## src/rtl/bitserial_mac_array_if.sv

```systemverilog
`default_nettype none
// ============================================================================
// Module  : bitserial_mac_array_if
// Brief   : Operand-in / result-out handshake bundle for bitserial_mac_array.
// Revision: 1.0
// ============================================================================
interface bitserial_mac_array_if #(
    parameter int LANES = 4,
    parameter int ACT_W = 8,
    parameter int WMAX  = 8,
    parameter int ACC_W = 24
);
    localparam int PREC_W = $clog2(WMAX);

    logic                     in_valid;
    logic                     in_ready;
    logic [LANES*ACT_W-1:0]   act;
    logic [LANES*WMAX-1:0]    wgt;
    logic [PREC_W-1:0]        prec;
    logic                     w_signed;
    logic                     last;
    logic                     out_valid;
    logic                     out_ready;
    logic [LANES*ACC_W-1:0]   out_acc;
    logic                     busy;

    modport master (
        output in_valid, act, wgt, prec, w_signed, last, out_ready,
        input  in_ready, out_valid, out_acc, busy
    );

    modport slave (
        input  in_valid, act, wgt, prec, w_signed, last, out_ready,
        output in_ready, out_valid, out_acc, busy
    );
endinterface
`default_nettype wire

```

## src/rtl/bitserial_mac_array.sv

```systemverilog
`default_nettype none
// ============================================================================
// Module  : bitserial_mac_array
// Brief   : Multi-lane bit-serial MAC; one weight bit per cycle, shared FSM.
// Revision: 1.0
// ============================================================================
module bitserial_mac_array #(
    parameter int LANES = 4,
    parameter int ACT_W = 8,
    parameter int WMAX  = 8,
    parameter int ACC_W = 24
) (
    input  logic                  clk,
    input  logic                  rstn,
    bitserial_mac_array_if.slave  bus
);
    localparam int PREC_W = $clog2(WMAX);

    localparam logic [1:0] S_IDLE = 2'd0;
    localparam logic [1:0] S_RUN  = 2'd1;
    localparam logic [1:0] S_OUT  = 2'd2;

    logic [1:0]             r_state;
    logic [PREC_W-1:0]      r_cnt;
    logic [PREC_W-1:0]      r_prec;
    logic                   r_signed;
    logic                   r_last;
    logic [LANES*ACT_W-1:0] r_act;
    logic [LANES*WMAX-1:0]  r_wgt;
    logic [LANES*ACC_W-1:0] r_acc;
    logic [LANES*ACC_W-1:0] r_out;
    logic [LANES*ACC_W-1:0] w_sum;

    logic w_accept;
    logic w_msb_step;
    logic w_run_end;
    logic w_drain;

    assign w_accept   = (r_state == S_IDLE) && bus.in_valid;
    assign w_msb_step = (r_cnt == r_prec);
    assign w_run_end  = (r_state == S_RUN) && w_msb_step;
    assign w_drain    = (r_state == S_OUT) && bus.out_ready;

    assign bus.in_ready  = (r_state == S_IDLE);
    assign bus.out_valid = (r_state == S_OUT);
    assign bus.busy      = (r_state != S_IDLE);
    assign bus.out_acc   = r_out;

    // Per-lane next sum; the top weight bit subtracts when the weight is signed.
    generate
        for (genvar k = 0; k < LANES; k++) begin : g_lane
            logic [WMAX-1:0]  w_wgt;
            logic [ACC_W-1:0] w_ext;
            logic [ACC_W-1:0] w_term;
            logic [ACC_W-1:0] w_acc;

            assign w_wgt  = r_wgt[k*WMAX +: WMAX];
            assign w_acc  = r_acc[k*ACC_W +: ACC_W];
            assign w_ext  = {{(ACC_W-ACT_W){r_act[k*ACT_W+ACT_W-1]}}, r_act[k*ACT_W +: ACT_W]};
            assign w_term = w_wgt[r_cnt] ? (w_ext << r_cnt) : '0;
            assign w_sum[k*ACC_W +: ACC_W] = (r_signed && w_msb_step) ? (w_acc - w_term)
                                                                      : (w_acc + w_term);
        end
    endgenerate

    always_ff @(posedge clk or negedge rstn) begin
        if (!rstn) begin
            r_state  <= S_IDLE;
            r_cnt    <= '0;
            r_prec   <= '0;
            r_signed <= 1'b0;
            r_last   <= 1'b0;
        end else begin
            case (r_state)
                S_IDLE: begin
                    if (bus.in_valid) begin
                        r_prec   <= bus.prec;
                        r_signed <= bus.w_signed;
                        r_last   <= bus.last;
                        r_cnt    <= '0;
                        r_state  <= S_RUN;
                    end
                end
                S_RUN: begin
                    r_cnt <= r_cnt + 1'b1;
                    if (w_msb_step) begin
                        r_state <= r_last ? S_OUT : S_IDLE;
                    end
                end
                S_OUT: begin
                    if (bus.out_ready) begin
                        r_state <= S_IDLE;
                    end
                end
                default: r_state <= S_IDLE;
            endcase
        end
    end

    always_ff @(posedge clk or negedge rstn) begin
        if (!rstn) begin
            r_act <= '0;
            r_wgt <= '0;
            r_acc <= '0;
            r_out <= '0;
        end else begin
            if (w_accept) begin
                r_act <= bus.act;
                r_wgt <= bus.wgt;
            end
            if (r_state == S_RUN) begin
                r_acc <= w_sum;
            end else if (w_drain) begin
                r_acc <= '0;
            end
            if (w_run_end && r_last) begin
                r_out <= w_sum;
            end
        end
    end
endmodule
`default_nettype wire

```

## src/flat_wrapper.sv

```systemverilog
// flat-port wrapper written by rule: the top's interface ports become plain ports
module bitserial_mac_array_flat 
#(
    parameter int LANES = 4,
    parameter int ACT_W = 8,
    parameter int WMAX  = 8,
    parameter int ACC_W = 24
)
  (clk, rstn, bus_in_valid, bus_act, bus_wgt, bus_prec, bus_w_signed, bus_last, bus_out_ready, bus_in_ready, bus_out_valid, bus_out_acc, bus_busy);
  bitserial_mac_array_if #(.LANES(LANES), .ACT_W(ACT_W), .WMAX(WMAX), .ACC_W(ACC_W)) bus_i ();
  input  logic clk;
  input  logic rstn;
  input wire logic [$bits(bus_i.in_valid)-1:0] bus_in_valid;
  input wire logic [$bits(bus_i.act)-1:0] bus_act;
  input wire logic [$bits(bus_i.wgt)-1:0] bus_wgt;
  input wire logic [$bits(bus_i.prec)-1:0] bus_prec;
  input wire logic [$bits(bus_i.w_signed)-1:0] bus_w_signed;
  input wire logic [$bits(bus_i.last)-1:0] bus_last;
  input wire logic [$bits(bus_i.out_ready)-1:0] bus_out_ready;
  output wire logic [$bits(bus_i.in_ready)-1:0] bus_in_ready;
  output wire logic [$bits(bus_i.out_valid)-1:0] bus_out_valid;
  output wire logic [$bits(bus_i.out_acc)-1:0] bus_out_acc;
  output wire logic [$bits(bus_i.busy)-1:0] bus_busy;
  assign bus_i.in_valid = bus_in_valid;
  assign bus_i.act = bus_act;
  assign bus_i.wgt = bus_wgt;
  assign bus_i.prec = bus_prec;
  assign bus_i.w_signed = bus_w_signed;
  assign bus_i.last = bus_last;
  assign bus_i.out_ready = bus_out_ready;
  assign bus_in_ready = bus_i.in_ready;
  assign bus_out_valid = bus_i.out_valid;
  assign bus_out_acc = bus_i.out_acc;
  assign bus_busy = bus_i.busy;
  bitserial_mac_array #(.LANES(LANES), .ACT_W(ACT_W), .WMAX(WMAX), .ACC_W(ACC_W)) u_core (.clk(clk), .rstn(rstn), .bus(bus_i));
endmodule
```

## config.mk

```make
export PLATFORM = sky130hd
export DESIGN_NAME = bitserial_mac_array_flat
export DESIGN_NICKNAME = d
export VERILOG_FILES = /design/src/rtl/bitserial_mac_array_if.sv /design/src/rtl/bitserial_mac_array.sv /design/src/flat_wrapper.sv
export SDC_FILE = /design/constraint.sdc
export NUM_CORES = 1
export LEC_CHECK = 0
export CORE_ASPECT_RATIO = 1.75
export CORE_MARGIN = 1.5
export CORE_UTILIZATION = 30
export CTS_BUF_LIST = sky130_fd_sc_hd__clkbuf_4 sky130_fd_sc_hd__clkbuf_8
export DETAILED_ROUTE_END_ITERATION = 12
export MAX_ROUTING_LAYER = met4
export PLACE_DENSITY = 0.45
export SLEW_MARGIN = 20
export SYNTH_ARGS = -nofsm -noshare
export SYNTH_HDL_FRONTEND = slang
export SYNTH_SLANG_ARGS = --single-unit
```

## constraint.sdc

```tcl
create_clock -name clk -period 11.8 [get_ports clk]
set_input_delay 1.18 -clock clk [delete_from_list [all_inputs] [get_ports clk]]
set_output_delay 1.18 -clock clk [all_outputs]
set_load 0.01 [all_outputs]
```

=== Word level (Yosys, flattened, before mapping) ===
Index checks and enable logic that the tools add are counted.

* Input bits: 73
* Logic and storage cells: 66
* Register bits: 266

* Magnitude comparators: 1
* Equal/unequal tests: 6
* Reductions and logical operators: 12
* $add $sub $neg: 9
* Shift-type cells: 4
* Multiplexer cells: 25

{| class="wikitable"
|+ Operators by type and width
! operator !! number
|-
| $mux W24 || 8
|-
| $mux W96 || 2
|-
| $add A24 B24 Y24 || 4
|-
| $shl A24 B3 Y24 || 4
|-
| $sub A24 B24 Y24 || 4
|-
| $bmux W1 S3 || 4
|-
| $mux W2 || 4
|-
| $pmux W2 S3 || 1
|-
| $pmux W3 S2 || 1
|-
| $reduce_bool A2 Y1 || 3
|-
| $logic_and A1 B1 Y1 || 5
|-
| $lt A3 B4 Y1 const B || 1
|-
| $mux W1 || 4
|-
| $ne A2 B2 Y1 const B || 2
|-
| $reduce_and A2 Y1 || 2
|-
| $add A3 B1 Y3 const B || 1
|-
| $eq A3 B3 Y1 || 1
|-
| $mux W3 || 1
|-
| $reduce_and A3 Y1 || 1
|-
| $eq A2 B1 Y1 const B || 1
|-
| $eq A2 B2 Y1 const B || 1
|-
| $logic_not A2 Y1 || 1
|-
| $ne A2 B1 Y1 const B || 1
|}

=== Longest topological paths before layout ===
* Depth after elaboration: 6
* Mapped depth: 24
* Gate-level depth less buffers: 19

=== Least setup slack after synthesis ===
No wires, ideal clock.

* Path kind: reg2reg
* Start point: register u_core.r_cnt[0]
* End point: register u_core.r_acc[22]
* Data arrival time: 5.035 ns
* Cell stages (with the launch flop): 21
* Period minus slack after synthesis: 5.104 ns
* Setup time: 0.069 ns
* Path slack: 6.696 ns
* Cell sequence: dfrtp_1 -> buf_6 -> buf_12 -> buf_4 -> buf_2 -> and2_1 -> a221oi_1 -> o21ai_0 -> o21bai_2 -> nor2_1 -> o22ai_1 -> a22oi_1 -> ha_1 -> and4_1 -> and2_1 -> a22o_1 -> a41o_1 -> o41ai_1 -> o2111ai_1 -> or4b_2 -> nand3_1

* Cells in the longest elaborated chain, start to end: 6
* Elaborated cells on any way between the ends: 10
* Classes of those cells: add/sub (2); eq/ne (1); shift (1); mux (5); reduce/logical (1)

{| class="wikitable"
|+ RTL lines
! item !! line !! RTL
|-
| from (decl) || bitserial_mac_array.sv:24 || <nowiki>logic [PREC_W-1:0] r_cnt;</nowiki>
|-
| from (signal assigned) || bitserial_mac_array.sv:85 || <nowiki>r_cnt <= r_cnt + 1'b1;</nowiki>
|-
| $bmux W1 S3 || bitserial_mac_array.sv:60 || <nowiki>assign w_term = w_wgt[r_cnt] ? (w_ext << r_cnt) : '0;</nowiki>
|-
| $mux W1 (implied by the code) || bitserial_mac_array.sv:60 ||
|-
| $mux W24 || bitserial_mac_array.sv:60 ||
|-
| $add A24 B24 Y24 / $sub A24 B24 Y24 (equally long branches) || bitserial_mac_array.sv:62, bitserial_mac_array.sv:61 ||
|-
| $mux W24 * || bitserial_mac_array.sv:61 || <nowiki>assign w_sum[k*ACC_W +: ACC_W] = (r_signed && w_msb_step) ? (w_acc - w_term)</nowiki>
|-
| $mux W96 * || bitserial_mac_array.sv:111 || <nowiki>if (r_state == S_RUN) begin</nowiki>
|-
| to (signal assigned) || bitserial_mac_array.sv:112 || <nowiki>r_acc <= w_sum;</nowiki>
|-
| to (decl) || bitserial_mac_array.sv:30 || <nowiki>logic [LANES*ACC_W-1:0] r_acc;</nowiki>
|}

Mark *: on every way between the ends. The rest lies on a longest branch, timed or not. The select of a mux whose other input is x is not followed.
A chain may end at the register's enable or synchronous reset.

=== Final worst setup path ===
* Start point: register u_core.r_cnt[1]
* End point: register u_core.r_acc[22]

The elaborated chain is that of the path after synthesis.

==> summary.md <==
| Metric | Value |
|---|---|
| Status | complete, no violations |
| Bufs on Longest Clock Path | 3 |
| Routed wl met3 | ~2500 um |
| First-pass GRT wire length | 91000 um |
| Routed Antenna Nets | 0 |
| Die Wd | 190 um |
| Post-synth ARST share | 100% |
| All-Layer GR Usage | 19.1% |
| Fmax | 0.155 GHz |
| DRT iter0 DRCs | 770 |
| Relative slew margins | around 33% |
| Number of CTS-inserted buffers | 43 |
| Post-CTS setup buffer count | 0 |
| RSZ-0062 raised after global routing | false |
| Placer congestion estimate | around 0.86 |
| Max-cap violation count | 0 |
| Crit end category | flop |
| Worst-Margin Slew | 1010 ps |
| Avg WL per Cell | 18.9 um |
| Final slew viol count | 0 |
| EDFF count, synth | 0 |
| DR DRC count | 0 |
| CTS tree | built |
| Layout Skew | 37.1 ps |
| Main synth FF type | dfrtp_1 |
| Worst-skew pair later-pin latency | 620 ps |
| Num rows | 119 |
| Part of the cycle the worst path needs | 54.7% |
| Core area | 60200 um^2 |
| DRT met1 WL | 23900 um |
| Final hold violations | 0 |
| Min-delay worst type | reg2reg |
| Synthesis-stage register bit count | 266 |
| GRT overflow | 0 |
| Post-Route WL | 57500 um |
| Critical path required time | about 12000 ps |
| Warnings from Yosys | 0 |
| DR pass1 iterations | 5 |
| Initial antenna violation count | 1 |
| Clock slew at reported path FFs | 70 ps |
| DP HPWL | 41800 um |
| H-tree levels | 2 |
| Root buffer cell | clkbuf_8 |
| Critical-path maximum fanout | 37 |
| Seq/Total Area, Yosys | a little over a third |
| Mapped Nets | 2280 |
| Synthesized instance count | 2106 |
| Final setup fails | 0 |
| Crit Path Class | reg2reg |
| Vias in the first global route | 16200 |
| Area growth, synth to finish | 18.5% |
| Wire length on met2 | between 20000 and 30000 um |
| Routed vias/inst | 5.16 |
| Syn_area_per_cell | 8.68 um^2 |
| Synthesized area | 18300 um^2 |
| Initial Utilization | 30.4% |
| Layout cells sized above 1 | between 8 and 9% |
| Largest net degree at the start of global routing | 87 |
| IO Pins | around 170 |
| Layout Nets | 2393 |
| Setup_tns | 0 ps |
| Routed via count | 15700 |
| Die footprint | 62500 um^2 |
| Crit start category | flop |
| Top sig layer | met4 |
| CTS sink count | 266 |
| Minimum clock period | 6450 ps |
| Filler cell count | 6321 |
| Netlist cell types | 84 |
| Number of port buffers | 171 |
| Die H | 330 um |
| Worst EP arrival | 6970 ps |
| # resized after CTS | 0 |
| Cts hold-fix bufs | 0 |
## final cells by class
class | count | area [um^2] | share of cell area (%)
sequential | 266 | 6660 | 30.8
clock buffer | 67 | 853 | 3.94
multi-input combinational | 1658 | 10900 | 50.4
clock inverter | 9 | 173 | 0.797
inverter | 61 | 229 | 1.06
timing repair buffer | 189 | 1850 | 8.55
antenna | 1 | 2.50 | 0.0115
tap | 786 | 983 | 4.54
## final timing paths
| path | to | cells after the start | slack [ps] | from |
|---|---|---|---|---|
| setup / recovery | u_core.r_acc[22]$_DFFE_PN0P_ | 18 | 5350 | u_core.r_cnt[1]$_DFFE_PN0P_ |
| hold / removal | u_core.bus.out_acc[80]$_DFFE_PN0P_ | 2 | 470 | u_core.bus.out_acc[80]$_DFFE_PN0P_ |
| setup reg to reg | u_core.r_acc[22]$_DFFE_PN0P_ | 18 | 5350 | u_core.r_cnt[1]$_DFFE_PN0P_ |
| hold reg to reg | u_core.bus.out_acc[80]$_DFFE_PN0P_ | 2 | 470 | u_core.bus.out_acc[80]$_DFFE_PN0P_ |
| max in group asynchronous | u_core.r_acc[93]$_DFFE_PN0P_ | 3 | 9230 | rstn |
| min in group asynchronous | u_core.r_acc[22]$_DFFE_PN0P_ | 1 | 550 | rstn |
## registers in the layout, indices dropped and copies added, names as in the netlist
signal and cells:
u_core.r_acc 96, u_core.r_prec 3, u_core.r_state 2, u_core.r_cnt 3
u_core.r_wgt 32, u_core.r_signed 1, u_core.r_last 1, u_core.bus.out_acc 96
u_core.r_act 32
## synthesized netlist by cell type (all sizes together), types with 4 or more instances
library cell,count,area share [%]
nand2,477,9.8
dfrtp,266,36
o21ai,129,3.5
a21oi,121,3.3
nor2,121,2.5
ha,97,6.6
clkbuf,87,1.8
a22o,76,3.6
xnor2,74,3.5
inv,61,1.3
xor2,50,2.5
a21o,45,1.8
mux2i,40,2.2
nand3,37,1.0
mux2,36,2.2
buf,34,1.1
nand2b,28,0.96
nor3,27,0.77
nor2b,25,0.86
mux4,24,3.1
a31oi,17,0.73
o22ai,17,0.58
and2,15,0.51
and3,15,0.51
o21bai,15,0.64
o31ai,14,0.57
o21a,13,0.53
a211oi,12,0.49
o41ai,12,0.78
or3,12,0.41
a22oi,9,0.37
a221oi,6,0.29
a31o,6,0.29
o211ai,6,0.25
o21ba,6,0.33
a21boi,5,0.21
nand4,5,0.17
o2111ai,5,0.24
o31a,5,0.24
and4,4,0.19
fa,4,0.44
## through the flow
stage          utilization, %  hold WS, ps  cells  setup slack [ps]  cell area (um^2)
2_1_floorplan               -          437   2106              6700             18300
4_1_cts                  36.0          483   3036              5370             21700
3_3_place_gp             34.3          462   2960              5600             20600
5_1_grt                  36.0          501   3037              4730             21700
3_5_place_dp             34.3          464   2960              5440             20600
6_report                 36.0          475   3037              5350             21700
## layer usage
layer	up-vias	global-route usage [%]
met3	104	2.62
met1	7508	22.2
li1	7669	-
met2	394	32.8
met5	-	-
met4	0	8.37
## cell usage in the layout (no fill, tap or decap), drive strengths merged, types with 6 or more instances in the layout
| cell type | Yosys | final |
|---|---|---|
| o211ai | 6 | 6 |
| o31ai | 14 | 14 |
| clkdlybuf4s50 | 0 | 170 |
| a21oi | 121 | 121 |
| a221oi | 6 | 6 |
| a31o | 6 | 6 |
| nor3 | 27 | 27 |
| buf | 34 | 19 |
| o21a | 13 | 13 |
| xor2 | 50 | 50 |
| o21bai | 15 | 15 |
| o21ai | 129 | 129 |
| mux2 | 36 | 36 |
| o41ai | 12 | 12 |
| mux4 | 24 | 24 |
| a21o | 45 | 45 |
| o21ba | 6 | 6 |
| a31oi | 17 | 17 |
| a211oi | 12 | 12 |
| and3 | 15 | 15 |
| xnor2 | 74 | 74 |
| mux2i | 40 | 40 |
| nand2b | 28 | 28 |
| or3 | 12 | 12 |
| a22o | 76 | 76 |
| nand3 | 37 | 37 |
| a22oi | 9 | 9 |
| nor2 | 121 | 121 |
| nand2 | 477 | 477 |
| dfrtp | 266 | 266 |
| nor2b | 25 | 25 |
| inv | 61 | 61 |
| clkbuf | 87 | 67 |
| o22ai | 17 | 17 |
| ha | 97 | 97 |
| and2 | 15 | 15 |
## logic make-up (layout without fill, tap and decap cells)
| logic type | Yosys count | count (layout) | share of synthesized area (%) |
|---|---|---|---|
| AND/OR/NAND/NOR | 785 | 785 | 18.5 |
| AO/OA/AOI/OAI | 548 | 548 | 20.4 |
| flip-flops | 266 | 266 | 36.4 |
| buffers and inverters | 182 | 326 | 4.16 |
| XOR/XNOR | 124 | 124 | 6.02 |
| adder cells (fa/ha/maj) | 101 | 101 | 7.07 |
| multiplexers | 100 | 100 | 7.51 |
| other | 0 | 1 | 0 |
## critical path: stages (launching register included)
cell and delay (ps):
dfrtp_2 810, buf_4 540, nor2_1 110, a22o_1 270
a221oi_1 800, o21ai_0 250, o21bai_2 390, nor2_1 100
o22ai_1 170, a22oi_1 120, ha_1 390, and4_1 240
and2_1 190, a22o_1 200, a41o_1 240, o41ai_1 430
o2111ai_1 300, or4b_2 680, nand3_1 110
Power is left out: the tool's default activity adds up to more than one toggle a clock period on the data nets, which glitch-free logic cannot reach.
